==> config.mk <==
export PLATFORM = sky130hd
export DESIGN_NAME = irq_ctrl_flat
export DESIGN_NICKNAME = d
export VERILOG_FILES = /design/src/rtl/irq_ctrl_if.sv /design/src/rtl/irq_ctrl.sv /design/src/flat_wrapper.sv
export SDC_FILE = /design/constraint.sdc
export NUM_CORES = 1
export LEC_CHECK = 0
export BUFFER_PORTS_ARGS = -buffer_cell sky130_fd_sc_hd__buf_4
export CORE_AREA = 5 5 127 129
export CTS_CLUSTER_SIZE = 28
export DETAILED_ROUTE_END_ITERATION = 8
export DIE_AREA = 0 0 132 134
export PLACE_DENSITY = 0.52
export SLEW_MARGIN = 20
export SYNTH_ARGS = -nofsm -noshare
export SYNTH_HDL_FRONTEND = slang
export SYNTH_SLANG_ARGS = --single-unit
==> constraint.sdc <==
create_clock -name clk -period 6.84 [get_ports clk]
set_input_delay 2.052 -clock clk [delete_from_list [all_inputs] [get_ports clk]]
set_output_delay 2.052 -clock clk [all_outputs]
set_load 0.005 [all_outputs]
==> src/rtl/irq_ctrl_if.sv <==
// Register bus and CP0 request/acknowledge/return handshake of the interrupt controller.
// The master side is the CPU/CP0 and the slave side is irq_ctrl.
interface irq_ctrl_if #(
    parameter int ID_W = 2
);
    logic            wr_en;
    logic [1:0]      wr_addr;
    logic [31:0]     wr_data;
    logic [1:0]      rd_addr;
    logic [31:0]     rd_data;
    logic            irq_ack;
    logic            irq_done;
    logic            irq;
    logic [ID_W-1:0] irq_id;
    logic            busy;

    modport master (
        output wr_en, wr_addr, wr_data, rd_addr, irq_ack, irq_done,
        input  rd_data, irq, irq_id, busy
    );

    modport slave (
        input  wr_en, wr_addr, wr_data, rd_addr, irq_ack, irq_done,
        output rd_data, irq, irq_id, busy
    );
endinterface

==> src/rtl/irq_ctrl.sv <==
// Interrupt request generator for the CP0 ir_in line: edge-latched sources plus a
// compare-match timer on source 0, fixed priority, one request in service at a time.
module irq_ctrl #(
    parameter int  ID_W    = 2,
    parameter int  TIMER_W = 32,
    localparam int N       = 2 ** ID_W
) (
    input  logic         clk,
    input  logic         rst,
    input  logic [N-1:0] src_in,
    irq_ctrl_if.slave    bus
);
    typedef enum logic [1:0] {S_IDLE, S_REQ, S_SERVICE} state_t;

    localparam logic [1:0] A_MASK = 2'd0;
    localparam logic [1:0] A_PEND = 2'd1;
    localparam logic [1:0] A_TCMP = 2'd2;
    localparam logic [1:0] A_TCNT = 2'd3;

    state_t             state;
    logic [N-1:0]       mask;
    logic [N-1:0]       pending;
    logic [N-1:0]       src_q;
    logic [TIMER_W-1:0] tcmp;
    logic [TIMER_W-1:0] tcnt;
    logic [ID_W-1:0]    irq_id_q;
    logic               irq_q;
    logic               busy_q;

    logic [TIMER_W-1:0] tcnt_next;
    logic               tmr_wrap;
    logic [N-1:0]       set_vec;
    logic [N-1:0]       clr_vec;
    logic [N-1:0]       pending_next;
    logic [N-1:0]       active;

    function automatic logic [ID_W-1:0] lowest_set(input logic [N-1:0] v);
        lowest_set = '0;
        for (int i = N - 1; i >= 0; i--)
            if (v[i]) lowest_set = ID_W'(i);
    endfunction

    // A TCNT write overrides both counting and the compare wrap in the same cycle.
    always_comb begin
        // NOTE: every always_comb output gets a default first, so no path infers a latch.
        tcnt_next = tcnt;
        tmr_wrap  = 1'b0;
        if (bus.wr_en && bus.wr_addr == A_TCNT) begin
            tcnt_next = bus.wr_data[TIMER_W-1:0];
        end else if (tcmp != '0) begin
            if (tcnt == tcmp) begin
                tcnt_next = '0;
                tmr_wrap  = 1'b1;
            end else begin
                tcnt_next = tcnt + 1'b1;
            end
        end
    end

    // Sets beat clears so an event coinciding with a W1C or ack is never lost.
    always_comb begin
        set_vec = (src_in & ~src_q & ~N'(1)) | N'(tmr_wrap);
        clr_vec = '0;
        if (bus.wr_en && bus.wr_addr == A_PEND)
            clr_vec = bus.wr_data[N-1:0];
        if (state == S_REQ && bus.irq_ack)
            clr_vec = clr_vec | (N'(1) << irq_id_q);
        pending_next = (pending & ~clr_vec) | set_vec;
        active       = pending & mask;
    end

    always_comb begin
        bus.rd_data = '0;
        case (bus.rd_addr)
            A_MASK:  bus.rd_data = 32'(mask);
            A_PEND:  bus.rd_data = 32'(pending);
            A_TCMP:  bus.rd_data = 32'(tcmp);
            default: bus.rd_data = 32'(tcnt);
        endcase
    end

    always_ff @(posedge clk) begin
        // NOTE: no memories here, so every register is reset; <= makes all updates use pre-edge values.
        if (rst) begin
            state    <= S_IDLE;
            mask     <= '0;
            pending  <= '0;
            src_q    <= '0;
            tcmp     <= '0;
            tcnt     <= '0;
            irq_id_q <= '0;
            irq_q    <= 1'b0;
            busy_q   <= 1'b0;
        end else begin
            src_q   <= src_in;
            pending <= pending_next;
            tcnt    <= tcnt_next;
            if (bus.wr_en && bus.wr_addr == A_MASK) mask <= bus.wr_data[N-1:0];
            if (bus.wr_en && bus.wr_addr == A_TCMP) tcmp <= bus.wr_data[TIMER_W-1:0];

            // Once raised, a request is held until CP0 acknowledges it.
            case (state)
                S_IDLE: if (active != '0) begin
                    irq_id_q <= lowest_set(active);
                    state    <= S_REQ;
                    irq_q    <= 1'b1;
                    busy_q   <= 1'b1;
                end
                S_REQ: if (bus.irq_ack) begin
                    state <= S_SERVICE;
                    irq_q <= 1'b0;
                end
                S_SERVICE: if (bus.irq_done) begin
                    state  <= S_IDLE;
                    busy_q <= 1'b0;
                end
                default: begin
                    state  <= S_IDLE;
                    irq_q  <= 1'b0;
                    busy_q <= 1'b0;
                end
            endcase
        end
    end

    assign bus.irq    = irq_q;
    assign bus.irq_id = irq_id_q;
    assign bus.busy   = busy_q;
endmodule

==> src/flat_wrapper.sv <==
// flat-port wrapper written by rule: the top's interface ports become plain ports
module irq_ctrl_flat 
#(
    parameter int  ID_W    = 2,
    parameter int  TIMER_W = 32,
    localparam int N       = 2 ** ID_W
)
  (clk, rst, src_in, bus_wr_en, bus_wr_addr, bus_wr_data, bus_rd_addr, bus_irq_ack, bus_irq_done, bus_rd_data, bus_irq, bus_irq_id, bus_busy);
  irq_ctrl_if #(.ID_W(ID_W)) bus_i ();
  input  logic clk;
  input  logic rst;
  input  logic [N-1:0] src_in;
  input wire logic [$bits(bus_i.wr_en)-1:0] bus_wr_en;
  input wire logic [$bits(bus_i.wr_addr)-1:0] bus_wr_addr;
  input wire logic [$bits(bus_i.wr_data)-1:0] bus_wr_data;
  input wire logic [$bits(bus_i.rd_addr)-1:0] bus_rd_addr;
  input wire logic [$bits(bus_i.irq_ack)-1:0] bus_irq_ack;
  input wire logic [$bits(bus_i.irq_done)-1:0] bus_irq_done;
  output wire logic [$bits(bus_i.rd_data)-1:0] bus_rd_data;
  output wire logic [$bits(bus_i.irq)-1:0] bus_irq;
  output wire logic [$bits(bus_i.irq_id)-1:0] bus_irq_id;
  output wire logic [$bits(bus_i.busy)-1:0] bus_busy;
  assign bus_i.wr_en = bus_wr_en;
  assign bus_i.wr_addr = bus_wr_addr;
  assign bus_i.wr_data = bus_wr_data;
  assign bus_i.rd_addr = bus_rd_addr;
  assign bus_i.irq_ack = bus_irq_ack;
  assign bus_i.irq_done = bus_irq_done;
  assign bus_rd_data = bus_i.rd_data;
  assign bus_irq = bus_i.irq;
  assign bus_irq_id = bus_i.irq_id;
  assign bus_busy = bus_i.busy;
  irq_ctrl #(.ID_W(ID_W), .TIMER_W(TIMER_W)) u_core (.clk(clk), .rst(rst), .src_in(src_in), .bus(bus_i));
endmodule
==> results.sh <==
export IMPL_drcViolationCount=0
export IMPL_r2r_slack_ns=3.86
export IMPL_end_kind="output port"
export IMPL_gp_congestion=0.8560
export IMPL_htreeDepth=3
export IMPL_viasPerCell=5.446
export IMPL_drive_above_1_share=0.1615
export IMPL_grt_first_pass_wirelength_um=25210
export IMPL_die_x_um=132
export IMPL_path_cells="buf_4 -> mux4_2 -> buf_4"
export IMPL_cts_made_buffers=9
export IMPL_worst_pin_slew_ns=0.9243
export IMPL_drt_wl_total_um=15740
export IMPL_root_buffer="clkbuf_16"
export IMPL_timing_rr_start="u_core.tcmp[14]"
export IMPL_start_util=0.3407
export IMPL_grt_usage=0.1767
export IMPL_setup_violations_final=0
export IMPL_synth_ff_type="dfxtp_1"
export IMPL_clock_skew_ns=0.009949
export IMPL_antenna_cells=0
export IMPL_outcome="finished clean"
export IMPL_final_max_slew_viol_count=0
export IMPL_layout_commonest_cell="nand2_1"
export IMPL_cts_buffer_depth=2
export IMPL_placed_area_um2=5652
export IMPL_rsz0062_at_grt="no"
export IMPL_cts_sinks=81
export IMPL_grt_use_met2=0.2833
export IMPL_fill_cells=1552
export IMPL_drt_first_pass_iters=5
export IMPL_grtUsageMet1=0.2413
export IMPL_fin_nets=722
export IMPL_ios=81
export IMPL_drtIter0Drc=339
export IMPL_gr_usage_met3=0.02888
export IMPL_critPathMostFrequentCell="buf_4"
export IMPL_num_rows=45
export IMPL_antenna_found_initial=0
export IMPL_slowest_delay_ns=0.60
export IMPL_timing_fmax_ghz=0.1866
export IMPL_yosysUniqueCellTypes=51
export IMPL_syn_area_um2=5084
export IMPL_die_area_um2=17690
export IMPL_ys_seq_elements=81
export IMPL_min_period_ns=5.358
export IMPL_place_ws_ns=1.502
export IMPL_worst_skew_pair_late_latency_ns=0.35
export IMPL_ys_warn_count=0
export IMPL_fin_crit_sh=0.7833
export IMPL_postRouteAntennaNets=0
export IMPL_cts_tree="built"
export IMPL_io_buffers=79
export IMPL_hold_start="u_core.src_q[2]"
export IMPL_vias=4733
export IMPL_ctsResizeCount=0
export IMPL_peakVddDrop_mv=0.1038
export IMPL_avgSynthCellArea_um2=7.968
export IMPL_die_h_um=134
export IMPL_yosysTopAreaCell="dfxtp_1"
export IMPL_final_cell_area_um2=5964
export IMPL_power_density_nw_per_um2=213.9
export IMPL_core_area_um2=14920
export IMPL_dp_hpwl_um=10790
export IMPL_hp_class="register to register"
export IMPL_p_total_mw=1.276
export IMPL_cp_max_fo=32
export IMPL_synth_top_area_frac=0.3190
export IMPL_worstSetupPathType="input pin to output port"
export IMPL_async_flop_share=0
export IMPL_cts_hold_buffers=0
export IMPL_synth_edf_count=0
export IMPL_cp_slowest_cell="mux4_2"
export IMPL_r2r_end="u_core.tcnt[20]"
export IMPL_area_growth_syn_to_layout_pct=17.33
export IMPL_maxCapViolations=0
export IMPL_synth_seq_area_share=0.3190
export IMPL_synth_area_top_cells="dfxtp_1 32%, nand2_1 7.7%, xor2_1 7.2%, mux2i_1 6.3%, nor2b_1 4.1%"
export IMPL_grt_overflow=0
export IMPL_grt_start_max_net_pins=79
export IMPL_whs_endpoint="u_core.pending[2]"
export IMPL_worstRegToRegCells=6
export IMPL_grt_pass1_vias=4635
export IMPL_busiest_layer="met2"
export IMPL_synth_cells=638
export IMPL_worstPathArrival_ns=3.31
export IMPL_setup_ws_ns=1.482
export IMPL_clkTransAtPathRegs_ns=0.05
export IMPL_finalSetupTns_ns=0
export IMPL_layout_common_cells="104 x nand2_1, 84 x buf_4, 81 x dfxtp_1"
export IMPL_hold_viol_final=0
export IMPL_p_leak_nw=2.328
export IMPL_wl_per_cell_um=18.11
export IMPL_startpoint_type="input pin"
export IMPL_max_slew_margin=0.3831
export IMPL_synthesis_nets=684
export IMPL_hold_depth=1
export IMPL_crit_required_ns=4.79
export IMPL_post_cts_setup_buffers=0
[how the worst max path moves through the flow]
stage | from | depth (start not counted) | to
after CTS | bus_rd_addr[0] | 3 | bus_rd_data[3]
after global placement | bus_rd_addr[0] | 3 | bus_rd_data[3]
after floorplan | bus_rd_addr[0] | 3 | bus_rd_data[0]
after detailed placement | bus_rd_addr[0] | 3 | bus_rd_data[3]
final | bus_rd_addr[0] | 3 | bus_rd_data[3]
after global routing | bus_rd_addr[0] | 3 | bus_rd_data[3]
[report_power, final]
group          internal, mW  total [mW]  switching (mW)  leakage (nW)
Clock                 0.319       0.519           0.199         0.146
Sequential            0.496       0.538          0.0420         0.660
Combinational        0.0911       0.219           0.128          1.52
[cells in the mapped netlist (20+ instances only)]
library cell,count
mux2i_1,32
nand4_1,20
xor2_1,42
nand2_1,104
dfxtp_1,81
o22ai_1,20
clkbuf_1,32
a21oi_1,41
nor4_1,25
and2_1,21
nor2b_1,33
[metrics by stage]
| stage | instances | hold slack (ns) | util |
|---|---|---|---|
| floorplan | 638 | 0.3988 | - |
| global route | 869 | 0.4329 | 0.3997 |
| global placement | 853 | 0.4074 | 0.3788 |
| detailed placement | 853 | 0.4076 | 0.3788 |
| finish | 869 | 0.4145 | 0.3997 |
| CTS | 869 | 0.4153 | 0.3997 |
[cell type report]
cell class,count,area (um2),share of cell area
Clock buffer,11,232.7,0.03902
Clock inverter,5,80.08,0.01343
Inverter,16,60.06,0.01007
Multi-Input combinational cell,484,3104,0.5205
Sequential cell,81,1622,0.2719
Tap cell,188,235.2,0.03944
Timing Repair Buffer,84,630.6,0.1057
[metal layers]
metal | share of wire | vias up
met4 | 0.017 | 0
li1 | - | 2339
met2 | 0.46 | 128
met1 | 0.47 | 2249
met5 | 0 | -
met3 | 0.049 | 17
[worst max-delay path, delay by kind of cell]
kind                   cells  cell delay [ns]
buffers and inverters      2             0.63
multiplexers               1             0.60
[kinds of logic after synthesis]
| group | Yosys count | synth area share |
|---|---|---|
| buf+inv | 73 | 0.07039 |
| flops | 81 | 0.3190 |
| fa+ha+maj | 1 | 0.002461 |
| compound gates | 130 | 0.1620 |
| xor+xnor | 59 | 0.1016 |
| mux | 36 | 0.08147 |
| simple gates | 258 | 0.2631 |
[sequential cells by signal, summed over array words and instances, names as in the netlist]
register / count
u_core.bus.irq: 1
u_core.src_q: 3
u_core.bus.busy: 1
u_core.tcmp: 32
u_core.tcnt: 32
u_core.pending: 4
u_core.state: 2
u_core.mask: 4
u_core.bus.irq_id: 2
Note: power is estimated with default switching activity, not from simulation.
